<file path="src/rtl/seq_reduce_unit.sv">
// Multi-cycle OR/AND/XOR/NOR reduction engine: accepts a WIDTH-bit vector
// and folds it CHUNK bits per clock, LSB chunk first, with optional early exit.
module seq_reduce_unit #(
   parameter int WIDTH      = 8,
   parameter int CHUNK      = 2,
   parameter int EARLY_EXIT = 1,
   localparam int NCH       = WIDTH / CHUNK,
   localparam int CW        = $clog2(NCH) + 1
) (
   input  logic             clk,
   input  logic             rst,
   input  logic             in_valid,
   output logic             in_ready,
   input  logic [WIDTH-1:0] in_data,
   input  logic [1:0]       in_mode,
   output logic             out_valid,
   input  logic             out_ready,
   output logic             out_bit,
   output logic [CW-1:0]    out_chunks
);

   typedef enum logic [1:0] {IDLE, BUSY, DONE} state_t;
   typedef enum logic [1:0] {
      MODE_OR  = 2'b00,
      MODE_AND = 2'b01,
      MODE_XOR = 2'b10,
      MODE_NOR = 2'b11
   } mode_t;

   state_t           state, state_next;
   mode_t            mode;
   logic [WIDTH-1:0] data;
   logic             acc;
   logic [CW-1:0]    idx;

   logic [CHUNK-1:0] chunk;
   logic             chunk_red;
   logic             acc_next;
   logic             forced;
   logic             finish;

   // data is shifted right each BUSY cycle, so the current chunk is always the LSBs
   always_comb begin
      chunk     = data[CHUNK-1:0];
      chunk_red = 1'b0;
      acc_next  = acc;
      forced    = 1'b0;
      case (mode)
         MODE_AND: begin
            chunk_red = &chunk;
            acc_next  = acc & chunk_red;
            forced    = (EARLY_EXIT != 0) && !acc_next;
         end
         MODE_XOR: begin
            chunk_red = ^chunk;
            acc_next  = acc ^ chunk_red;
         end
         default: begin
            chunk_red = |chunk;
            acc_next  = acc | chunk_red;
            forced    = (EARLY_EXIT != 0) && acc_next;
         end
      endcase
      finish = (idx == CW'(NCH - 1)) || forced;
   end

   always_comb begin
      state_next = state;
      case (state)
         IDLE:    if (in_valid)  state_next = BUSY;
         BUSY:    if (finish)    state_next = DONE;
         DONE:    if (out_ready) state_next = IDLE;
         default:                state_next = IDLE;
      endcase
   end

   always_ff @(posedge clk) begin
      if (rst) state <= IDLE;
      else     state <= state_next;
   end

   always_ff @(posedge clk) begin
      if (rst) begin
         mode       <= MODE_OR;
         data       <= '0;
         acc        <= 1'b0;
         idx        <= '0;
         out_bit    <= 1'b0;
         out_chunks <= '0;
      end else begin
         case (state)
            IDLE: begin
               if (in_valid) begin
                  mode <= mode_t'(in_mode);
                  data <= in_data;
                  acc  <= (in_mode == MODE_AND);
                  idx  <= '0;
               end
            end
            BUSY: begin
               acc  <= acc_next;
               data <= data >> CHUNK;
               idx  <= idx + CW'(1);
               if (finish) begin
                  out_bit    <= (mode == MODE_NOR) ? ~acc_next : acc_next;
                  out_chunks <= idx + CW'(1);
               end
            end
            default: ;
         endcase
      end
   end

   assign in_ready  = (state == IDLE);
   assign out_valid = (state == DONE);

endmodule

</file>
<file path="config.mk">
export PLATFORM = sky130hd
export DESIGN_NAME = seq_reduce_unit
export DESIGN_NICKNAME = d
export VERILOG_FILES = /design/src/rtl/seq_reduce_unit.sv
export SDC_FILE = /design/constraint.sdc
export NUM_CORES = 1
export LEC_CHECK = 0
export CORE_UTILIZATION = 50
export DETAILED_ROUTE_END_ITERATION = 16
export PLACE_DENSITY = 0.81
export SLEW_MARGIN = 40
export SYNTH_ARGS = -nofsm -noshare
export SYNTH_HDL_FRONTEND = slang
export SYNTH_SLANG_ARGS = --single-unit
</file>
<file path="constraint.sdc">
create_clock -name clk -period 2.4 [get_ports clk]
set_clock_uncertainty 0.2 [all_clocks]
set_input_delay 0.72 -clock clk [delete_from_list [all_inputs] [get_ports clk]]
set_output_delay 0.72 -clock clk [all_outputs]
set_load 0.01 [all_outputs]
</file>
==> metrics.txt <==
total gr overflow 0; TritonCTS clock tree yes; sequential area share after synthesis 39.2%; Total GRT Usage about a quarter; Most used DFF post-synth dfxtp_1; first-pass GRT wire length between 3000 and 4000 um; Iter 0 DRT Violations 13; fraction of layout cells with a size suffix above 1 between 8 and 9%; asr flop ratio synth 0%; Die ar. around 2200 um2; CP Launch Type flop; Reg2Reg Depth 6; worst r2r src mode[0]$_SDFFE_PP0P_; drt drc 0; Critical Path Source state[0]$_SDFFE_PP0P_; Total Power 0.822 mW; fmax 441 MHz; Core Area between 1500 and 2000 um2; EDFF count, synth 0; vias in the first global route about 900; Pins Over Slew Limit 0; Seq cells post-synth 20; synth warn 0; multi-input combinational cell area 566 um2; total CTS buffers 3; Avg Inst Size Synth 8.51 um2; nets approximately 160; Routed WL about 2200 um; final hold vios 0; total setup buffers inserted after CTS 0; VDD IR max 0.409 mV; worst path arrival time about 1.4 ns; Post-Syn Nets about 140; synthesized cell area just over 1000 um2; Clock Root Buffer clkbuf_4; synthesis-to-finish area growth 26.1%; Max FO, Critical Path 7; Place WS -0.0547 ns; Die Width approximately 47 um; Vias/cell around 5.7; reg2reg setup slack 0.32 ns; Setup Crit Path Kind reg2out; fin crit share approximately 94%; Worst Max-Slew Pin Slew approximately 0.65 ns; Worst Hold Class reg2reg; FF-to-FF End out_bit$_SDFFE_PP0P_; clk slew on worst S/H paths between 0.1 and 0.15 ns; I/O Pins 20; max cap viols 0; DPL Wire Length approximately 1700 um; # port buffers 19; via count 954; most frequent cells in the layout nand2_1 (19), dfxtp_1 (19), clkdlybuf4s50_1 (18); Die Ht 47.2 um; status completed; fillers between 150 and 200; drt pass-1 iters 4; Final ANT Viol Nets 0; Mapped Cells 120; Ant. Diodes 0; RSZ-0062 raised after global routing no; Cell variety after synth 30; H-tree lvl count 1; largest net degree at the start of global routing 19; initial core utilization a little under three fifths; Site Rows 15; CP required 1.48 ns; Critical Path Sink Type primary output; clk_lat worst skew ~0.3 ns; pwr dens roughly 640 nW/um2; Final Wtd Congestion 0.788; WL per Instance between 10 and 15 um; critical path endpoint in_ready; final critical-path setup slack 0.132 ns; total area of sequential cells ~400 um2; leakage roughly 0.50 nW; Final min period 2.27 ns; maximum clock path buffer count 2; Clock Sink Count 20; initial antenna violation count 0; Setup Viol. Count Final 0; Worst slew margin a little under three fifths
==> routing by layer <==
layer	GRT usage (%)	vias to the layer above	wire length, um
met5	0	-	0
met4	13.7	0	20
met3	3.46	4	90
met2	40.8	32	1120
met1	28.7	448	936
li1	-	470	-
==> flip-flops by register name, summed over array words and instances, names as in the netlist <==
name and flops:
acc 1, mode 2, out_chunks 3, data 8, out_bit 1, state 2, idx 3
==> repair_timing <==
item,4_1_cts,5_1_grt
endpoints found under the setup margin,1,1
resized for setup,1,1
hold buffers,0,0
cloned,0,0
==> logic make-up after synthesis <==
logic type | count (synthesis) | synth area share [%]
AND/OR/NAND/NOR | 52 | 25.9
AO/OA/AOI/OAI | 27 | 20.0
flip-flops | 20 | 39.2
buffers and inverters | 13 | 5.39
adder cells (fa/ha/maj) | 7 | 8.58
multiplexers | 1 | 0.980
==> worst min path at each step <==
stage,cells after the start,startpoint,endpoint
after floorplan,2,data[6]$_SDFFE_PP0P_,data[6]$_SDFFE_PP0P_
after global placement,2,data[6]$_SDFFE_PP0P_,data[6]$_SDFFE_PP0P_
after detailed placement,2,data[6]$_SDFFE_PP0P_,data[6]$_SDFFE_PP0P_
after CTS,1,state[1]$_SDFFE_PP0P_,state[0]$_SDFFE_PP0P_
after global routing,2,idx[1]$_SDFFE_PP0P_,idx[1]$_SDFFE_PP0P_
final,1,state[1]$_SDFFE_PP0P_,state[0]$_SDFFE_PP0P_
==> cell usage after synthesis (all sizes together) (4+ instances only) <==
master / number / area (um2)
nand3: 4 / 20.0
a311oi: 8 / 76.3
nand2: 19 / 71.3
nor2: 12 / 45.0
inv: 6 / 22.5
nor2b: 4 / 25.0
a211oi: 4 / 30.0
a21oi: 7 / 35.0
nand2b: 4 / 25.0
ha: 7 / 87.6
buf: 5 / 25.0
dfxtp: 20 / 400
==> critical path, stage by stage (launching register included) <==
cell and delay [ns]:
dfxtp_1 0.38, nor2_1 0.13, clkdlybuf4s50_1 0.55
==> area by class of cell <==
type	count	area share [%]
Timing Repair Buffer	24	17.9
Tap cell	25	2.43
Clock buffer	4	2.82
Sequential cell	20	31.2
Inverter	6	1.75
Multi-Input combinational cell	87	43.9
==> power by group <==
part	total [mW]	internal, mW	switching, mW
combinational	0.230	0.110	0.120
clock	0.195	0.0925	0.103
sequential	0.397	0.368	0.0287
==> per-stage QoR <==
stage,TNS [ns],instances,util (%),instance area [um2],hold slack [ns]
after detailed placement,-0.0547,162,68.5,1250,0.264
after CTS,0,166,70.6,1280,0.276
after global placement,0,162,68.5,1250,0.259
final,0,166,70.7,1290,0.278
after global routing,0,166,70.7,1290,0.301
after floorplan,0,120,-,1020,0.248
No activity file was read; power rests on OpenSTA's default activity.
